`src/rtl/image_bouncer.sv`:
```
// Screen-saver position stage: bounces an IMG_W x IMG_H window around the
// active area and converts screen coordinates into image-local coordinates,
// with an enable flag delayed to match the downstream image block latency.
module image_bouncer #(
    parameter int H_ACTIVE  = 640,
    parameter int V_ACTIVE  = 480,
    parameter int IMG_W     = 16,
    parameter int IMG_H     = 256,
    parameter int STEP      = 1,
    parameter int SPEED_DIV = 1,
    parameter int PIPE_DLY  = 2
) (
    input  logic       clk,
    input  logic       reset,
    input  logic [9:0] x_px,
    input  logic [9:0] y_px,
    input  logic       activevideo,
    input  logic       frame_tick,
    input  logic       enable,
    output logic [7:0] x_img,
    output logic [7:0] y_img,
    output logic       hit,
    output logic       img_en,
    output logic [9:0] pos_x,
    output logic [9:0] pos_y
);

    localparam int MAX_X = H_ACTIVE - IMG_W;
    localparam int MAX_Y = V_ACTIVE - IMG_H;

    logic [9:0]          pos_x_q, pos_x_d;
    logic [9:0]          pos_y_q, pos_y_d;
    // Direction flags: 1 = moving towards larger coordinates.
    logic                dir_x_q, dir_x_d;
    logic                dir_y_q, dir_y_d;
    logic [7:0]          cnt_q, cnt_d;
    logic                hit_q, hit_d;
    logic [7:0]          x_img_q, x_img_d;
    logic [7:0]          y_img_q, y_img_d;
    logic [PIPE_DLY-1:0] en_pipe_q, en_pipe_d;

    logic [10:0] x_ext, y_ext, px_ext, py_ext, dx, dy;
    logic        in_x, in_y;

    // Window test against the current (pre-move) position, 11-bit so the
    // upper bound never wraps.
    always_comb begin
        x_ext   = {1'b0, x_px};
        y_ext   = {1'b0, y_px};
        px_ext  = {1'b0, pos_x_q};
        py_ext  = {1'b0, pos_y_q};
        in_x    = (x_ext >= px_ext) && (x_ext < px_ext + 11'(IMG_W));
        in_y    = (y_ext >= py_ext) && (y_ext < py_ext + 11'(IMG_H));
        hit_d   = in_x & in_y & activevideo;
        dx      = x_ext - px_ext;
        dy      = y_ext - py_ext;
        x_img_d = hit_d ? dx[7:0] : 8'd0;
        y_img_d = hit_d ? dy[7:0] : 8'd0;
    end

    // Frame divider and per-axis bounce; position only moves on a frame_tick.
    always_comb begin
        pos_x_d = pos_x_q;
        pos_y_d = pos_y_q;
        dir_x_d = dir_x_q;
        dir_y_d = dir_y_q;
        cnt_d   = cnt_q;
        if (frame_tick) begin
            if (cnt_q == 8'(SPEED_DIV - 1)) begin
                cnt_d = 8'd0;
                if (enable) begin
                    if (dir_x_q) begin
                        if ({1'b0, pos_x_q} + 11'(STEP) >= 11'(MAX_X)) begin
                            pos_x_d = 10'(MAX_X);
                            dir_x_d = 1'b0;
                        end else begin
                            pos_x_d = pos_x_q + 10'(STEP);
                        end
                    end else if (pos_x_q <= 10'(STEP)) begin
                        pos_x_d = 10'd0;
                        dir_x_d = 1'b1;
                    end else begin
                        pos_x_d = pos_x_q - 10'(STEP);
                    end
                    if (dir_y_q) begin
                        if ({1'b0, pos_y_q} + 11'(STEP) >= 11'(MAX_Y)) begin
                            pos_y_d = 10'(MAX_Y);
                            dir_y_d = 1'b0;
                        end else begin
                            pos_y_d = pos_y_q + 10'(STEP);
                        end
                    end else if (pos_y_q <= 10'(STEP)) begin
                        pos_y_d = 10'd0;
                        dir_y_d = 1'b1;
                    end else begin
                        pos_y_d = pos_y_q - 10'(STEP);
                    end
                end
            end else begin
                cnt_d = cnt_q + 8'd1;
            end
        end
    end

    // Delay chain that lines hit up with the image block's pixel output.
    always_comb begin
        en_pipe_d    = en_pipe_q;
        en_pipe_d[0] = hit_q;
        for (int i = 1; i < PIPE_DLY; i++) begin
            en_pipe_d[i] = en_pipe_q[i-1];
        end
    end

    // State and output registers; reset clears everything including the chain.
    always_ff @(posedge clk) begin
        if (reset) begin
            pos_x_q   <= 10'd0;
            pos_y_q   <= 10'd0;
            dir_x_q   <= 1'b1;
            dir_y_q   <= 1'b1;
            cnt_q     <= 8'd0;
            hit_q     <= 1'b0;
            x_img_q   <= 8'd0;
            y_img_q   <= 8'd0;
            en_pipe_q <= '0;
        end else begin
            pos_x_q   <= pos_x_d;
            pos_y_q   <= pos_y_d;
            dir_x_q   <= dir_x_d;
            dir_y_q   <= dir_y_d;
            cnt_q     <= cnt_d;
            hit_q     <= hit_d;
            x_img_q   <= x_img_d;
            y_img_q   <= y_img_d;
            en_pipe_q <= en_pipe_d;
        end
    end

    assign x_img  = x_img_q;
    assign y_img  = y_img_q;
    assign hit    = hit_q;
    assign img_en = en_pipe_q[PIPE_DLY-1];
    assign pos_x  = pos_x_q;
    assign pos_y  = pos_y_q;

endmodule
```
`config.mk`:
```
export PLATFORM = sky130hd
export DESIGN_NAME = image_bouncer
export DESIGN_NICKNAME = d
export VERILOG_FILES = /design/src/rtl/image_bouncer.sv
export SDC_FILE = /design/constraint.sdc
export NUM_CORES = 1
export LEC_CHECK = 0
export ABC_AREA = 0
export BUFFER_PORTS_ARGS = -buffer_cell sky130_fd_sc_hd__buf_2
export CORE_MARGIN = 2
export CORE_UTILIZATION = 53
export CTS_BUF_LIST = sky130_fd_sc_hd__clkbuf_8
export CTS_CLUSTER_SIZE = 12
export DETAILED_ROUTE_END_ITERATION = 8
export PLACE_DENSITY = 0.79
export SLEW_MARGIN = 20
export SYNTH_ARGS = -nofsm -noshare
export SYNTH_HDL_FRONTEND = slang
export SYNTH_SLANG_ARGS = --single-unit
```
`constraint.sdc`:
```
create_clock -name clk -period 2.55 [get_ports clk]
set_clock_uncertainty 0.05 [all_clocks]
set_input_delay 0 -clock clk [delete_from_list [all_inputs] [get_ports clk]]
set_output_delay 0 -clock clk [all_outputs]
set_load 0.02 [all_outputs]
```
# Word level (Yosys, flattened, before mapping)
# Index checks and enable logic that the tools add are counted.
# totals
word_cells	49
reg_bits	49
output_inout_bits	38
in_bits	25
# op_classes
n_addsub	11
n_mux	13
n_bitwise	3
n_lt_le_gt_ge	8
n_reduce_logical	5
# ops
cell	count
10-bit 2-to-1 mux	6
10-bit by 1-bit adder with 11-bit output, second input constant	2
10-bit by 11-bit < comparator with 1-bit output	2
10-bit by 1-bit adder with 10-bit output, second input constant	2
10-bit >= comparator	2
10-bit by 1-bit <= comparator with 1-bit output, second input constant	2
10-bit by 1-bit subtractor with 10-bit output, second input constant	2
8-bit subtractor	2
10-bit by 5-bit adder with 11-bit output, second input constant	1
10-bit by 9-bit adder with 11-bit output, second input constant	1
11-bit by 10-bit >= comparator with 1-bit output, second input constant	1
11-bit by 8-bit >= comparator with 1-bit output, second input constant	1
8-bit by 1-bit adder with 8-bit output, second input constant	1
8-bit zero test	1
8-bit 2-to-1 mux	1
1-bit 2-to-1 mux	6
3-bit AND reduction	1
1-bit bitwise AND	2
1-bit logical AND	2
2-bit OR reduction	1
1-bit NOT	1

# Logic depth before layout (Yosys ltp)
# logic_depth
word_depth	7
ltp_mapped	11
mapped_depth_nobuf	10

# Worst setup path before layout
# Ideal clock, no wire load.
# synth_timing
kind	register to register
start	register pos_y_q[0], in the netlist pos_y[0]
end	register x_img_q[2], in the netlist x_img[2]
arrival_ns	2.609
n_path_buf	1
slack_ns	-0.240
t_required_ns	2.368
setup_time_ns	0.132
stages_incl_launch_ff	11
period_less_slack_ns	2.790
cell_sequence	dfxtp_1 > ha_1 > inv_1 > fa_1 > a21o_1 > a221oi_1 > a31oi_1 > a211o_1 > nand4_1 > clkbuf_1 > nor3_1
# synth_between
elab_chain_len	7
word_cells_on_any_way	8
classes_between	add/sub: 1; order compare: 2; bitwise: 3; reduce/logical: 2
# synth_lines
element	line	rtl
start, declared	32	logic [9:0] pos_y_q, pos_y_d;
start signal, assigned	128	pos_y_q <= pos_y_d;
10-bit by 9-bit adder with 11-bit output	53	in_y = (y_ext >= py_ext) && (y_ext < py_ext + 11'(IMG_H));
10-bit by 11-bit < comparator with 1-bit output	53	
1-bit logical AND (*)	53	
1-bit bitwise AND (*) (2 in series)	54	hit_d = in_x & in_y & activevideo;
1-bit NOT (no line) (*)	-	
2-bit OR reduction (no line) (*)	-	
end signal, assigned	133	x_img_q <= x_img_d;
end, declared	38	logic [7:0] x_img_q, x_img_d;
# Mark *: on every way between the ends. The rest lies on a longest branch, timed or not.
# A chain may end at the register's enable or synchronous reset.

# Worst setup path after layout
# layout_timing
start	register pos_x_q[5], in the netlist pos_x[5]
end	register y_img_q[6], in the netlist y_img[6]
# layout_between
elab_chain_len	7
word_cells_on_any_way	8
classes_between	add/sub: 1; order compare: 2; bitwise: 3; reduce/logical: 2
# layout_lines
element	line	rtl
start, declared	31	logic [9:0] pos_x_q, pos_x_d;
start signal, assigned	127	pos_x_q <= pos_x_d;
10-bit by 5-bit adder with 11-bit output	52	in_x = (x_ext >= px_ext) && (x_ext < px_ext + 11'(IMG_W));
10-bit by 11-bit < comparator with 1-bit output	52	
1-bit logical AND (*)	52	
1-bit bitwise AND (*) (2 in series)	54	
1-bit NOT (no line) (*)	-	
2-bit OR reduction (no line) (*)	-	
end signal, assigned	134	y_img_q <= y_img_d;
end, declared	39	logic [7:0] y_img_q, y_img_d;
# Marked as above.

==> flow_summary.toml <==
[min_path]
hp-class = "primary input to register"
min_path_cells = 4
worstHoldEndpoint = "y_img[0]$_SDFF_PP0_"
min_from = "y_px[0]"

[synthesis]
async_reset_ff_share_pct = 0
synth_cell_type_count = 72
syn_area_per_cell_um2 = 8.23
yosysWarnings = 0
synth_edf_count = 0
synth_seq_area_share_pct = 25.4
syn_nets = 537
ys_ff_latch = 49
synth_area_mm2 = 0.00386
ys.flop_type = "dfxtp_1"
syn_inst = 469

[routing]
vias_per_cell = 5.93
drt_iter0_drc = 318
dr.pass1.iters = 5
ant_nets = 0
wl_mm = 10.8
vias = 3906
wl_per_cell_um = 16.4
drc_errors = 0

[timing]
finalSetupViolCount = 2
fin_crit_ps = 2580
slew_headroom_pct = 59.8
worst_slack_ps = -33.9
holdWs_ps = 49.9
hold_viol_final = 0
worst_slew_pin_slew_ps = 602
max_freq_mhz = 387
period_share_pct = 101
maxSlewViolCount = 0

[critical_path]
reg2reg_from = "pos_x[5]$_SDFFE_PP0P_"
critPathLaunchType = "register"
crit_arrival_ps = 2780
r2r_end = "y_img[6]$_SDFF_PP0_"
worstSetupEndpointType = "register"
crit_type = "register to register"
required_ps = 2750
path_max_fanout = 7
ff2ff_setup_slack_ps = -30
reg2regPathDepth = 12

[place]
port_buffers = 62
dp_hpwl_mm = 7.61
gp_congestion = 0.881
dpl_cell_area_mm2 = 0.00441
placed_cells = 639

[final_layout]
nFillCells = 589
design_area_mm2 = 0.00474
multi_input_area_mm2 = 0.00273
diodes = 0
seq_area_um2 = 998
drive_above_1_share_pct = 27.7
num-nets-final = 627
area_growth_pct = 22.7
layout.cells.non_filler = 659

[cts]
clkLatencyLatePin_ps = 320
cts_buffers = 5
path_clk_slew_ps = 110
h-tree-depth = 2
cts_tree = "yes"
clk_path_buf_depth = 2
root_buffer = "clkbuf_8"
cts.sinks = 49

[die]
dieArea_mm2 = 0.00798
start_util_pct = 54.1
die_h_um = 89.3
ios = 63
rows = 31
core_mm2 = 0.00714
die_w_um = 89.3

[run_status]
violations = "setup timing"
status = "complete, but fails checks"

[grt]
grt_max_degree = 26
grt_usage_pct = 24.9
antenna_found_initial = 0
grt_pass1_vias = 3423
grt_pass1_wl_mm = 15.8
overflow = 0

[power_and_ir_drop]
power.total_w = 0.00179
vdd_ir_drop_max_uv = 187
leakage_nw = 1.93
power_density_mw_per_mm2 = 378

[flow_run]
drv_cap = 0
-- placed cells by master, fill, tap and decap left out, types with 3 or more instances in the layout --
master / n
nor4_1: 6
a21o_1: 5
nor4b_1: 4
a211oi_1: 7
nor3_1: 23
nor2b_1: 7
o31ai_1: 3
dfxtp_4: 3
buf_2: 62
dfxtp_1: 41
nand2_1: 26
a21oi_1: 28
ha_1: 38
nor3b_1: 3
a221oi_1: 3
o21a_1: 5
a31oi_1: 5
nor2_1: 29
xnor2_1: 18
nand2b_1: 9
nand4_1: 13
o211ai_1: 4
nand3_4: 3
inv_1: 34
clkbuf_8: 5
xor2_1: 11
nand3_1: 14
buf_6: 3
buf_4: 38
and3_1: 6
a211o_1: 3
o21ai_0: 28
dfxtp_2: 5
-- layer usage --
metal  up-vias  part of all wire, %  GRT usage [%]
li1       1898                    -              -
met1      1818                   44           33.9
met2       164                   47           39.4
met3        26                  6.8           4.34
met4         0                  2.2           9.36
met5         -                    0              0
-- metrics by stage --
step / TNS, ps / setup slack (ps) / utilization [%]
finish: -50.5 / -33.9 / 66.4
global route: -615 / -88.8 / 66.4
CTS: 0 / 3.63 / 63.4
detailed placement: -1.32 / -1.32 / 61.8
global placement: 0 / 78.6 / 61.8
floorplan: 0 / 13.2 / -
-- what timing repair did --
action / 4_1_cts / 5_1_grt
cloned: 0 / 1
buffers inserted: 0 / 10
hold endpoints to repair: 2 / 0
pin swaps: 1 / 13
gates resized for setup: 2 / 33
setup endpoints to repair: 1 / 20
hold buffers: 1 / 0
-- synthesized netlist by cell type (all sizes together) (2+ instances only) --
cell type | n | share of area [%]
a2111oi | 2 | 0.62
a211o | 3 | 0.68
a211oi | 8 | 1.7
a21o | 5 | 0.97
a21oi | 29 | 3.8
a221oi | 5 | 1.3
a31oi | 5 | 0.81
a32oi | 2 | 0.45
a41oi | 3 | 0.68
and3 | 7 | 1.2
and4 | 2 | 0.49
buf | 11 | 2.3
clkbuf | 10 | 0.97
dfxtp | 49 | 25
fa | 2 | 1.0
ha | 41 | 13
inv | 37 | 3.6
nand2 | 26 | 2.5
nand2b | 9 | 1.5
nand3 | 18 | 2.7
nand4 | 14 | 2.4
nor2 | 31 | 3.1
nor2b | 7 | 1.1
nor3 | 24 | 3.2
nor3b | 3 | 0.58
nor4 | 7 | 1.5
nor4b | 6 | 1.5
nor4bb | 2 | 0.52
o211ai | 4 | 0.78
o21a | 5 | 0.97
o21ai | 29 | 3.8
o311ai | 3 | 0.68
o31a | 2 | 0.45
o31ai | 4 | 0.78
o41ai | 3 | 1.2
or3 | 3 | 0.62
or4 | 2 | 0.49
xnor2 | 19 | 4.3
xor2 | 11 | 2.5
-- cells by family after synthesis --
kind of cell / after synthesis / synth area share [%]
fa+ha+maj: 43 / 14.3
buf+inv: 58 / 6.87
flops: 49 / 25.4
mux: 2 / 0.551
simple gates: 165 / 24.3
xor+xnor: 30 / 6.81
compound gates: 122 / 21.8
-- worst max-delay path by stage --
stage | end | slack (ps) | startpoint | cells past startpoint
2_1_floorplan | x_img[2]$_SDFF_PP0_ | 10 | pos_x[6]$_SDFFE_PP0P_ | 11
3_3_place_gp | x_img[3]$_SDFF_PP0_ | 80 | pos_x[5]$_SDFFE_PP0P_ | 11
3_5_place_dp | x_img[3]$_SDFF_PP0_ | -1 | pos_x[5]$_SDFFE_PP0P_ | 10
4_1_cts | x_img[3]$_SDFF_PP0_ | 4 | pos_x[5]$_SDFFE_PP0P_ | 10
5_1_grt | y_img[0]$_SDFF_PP0_ | -90 | pos_x[5]$_SDFFE_PP0P_ | 12
6_report | y_img[6]$_SDFF_PP0_ | -30 | pos_x[5]$_SDFFE_PP0P_ | 12
-- cell type report --
cell class	instances	share of cell area (%)
inverters	37	3.01
repair buffers	104	13.5
well taps	99	2.62
clock buffers	5	1.45
clock inverters	3	0.608
flip-flops and latches	49	21.1
multi-input cells	362	57.7
-- power breakdown --
group	internal (W)	total (W)	switching [W]
logic	0.000205	0.000478	0.000273
registers	0.000778	0.000793	0.0000155
clock network	0.000206	0.000518	0.000312
-- critical path, stage by stage, from the launching register on --
cell and delay (ps):
dfxtp_4 410, ha_4 160, nand3_4 90, xnor2_2 140, ha_1 340, a21o_1 200
nand2_1 80, a21oi_2 70, nor4b_2 230, nand4_1 240, buf_4 230, buf_6 130
nor3_1 160
-- flip-flops by register name, indices dropped and copies added, names as in the netlist --
signal / cells
dir_y_q: 1
dir_x_q: 1
cnt_q: 8
y_img: 8
pos_y: 10
x_img: 8
hit: 1
en_pipe_q: 2
pos_x: 10
Power figures use the tool's default switching activity.
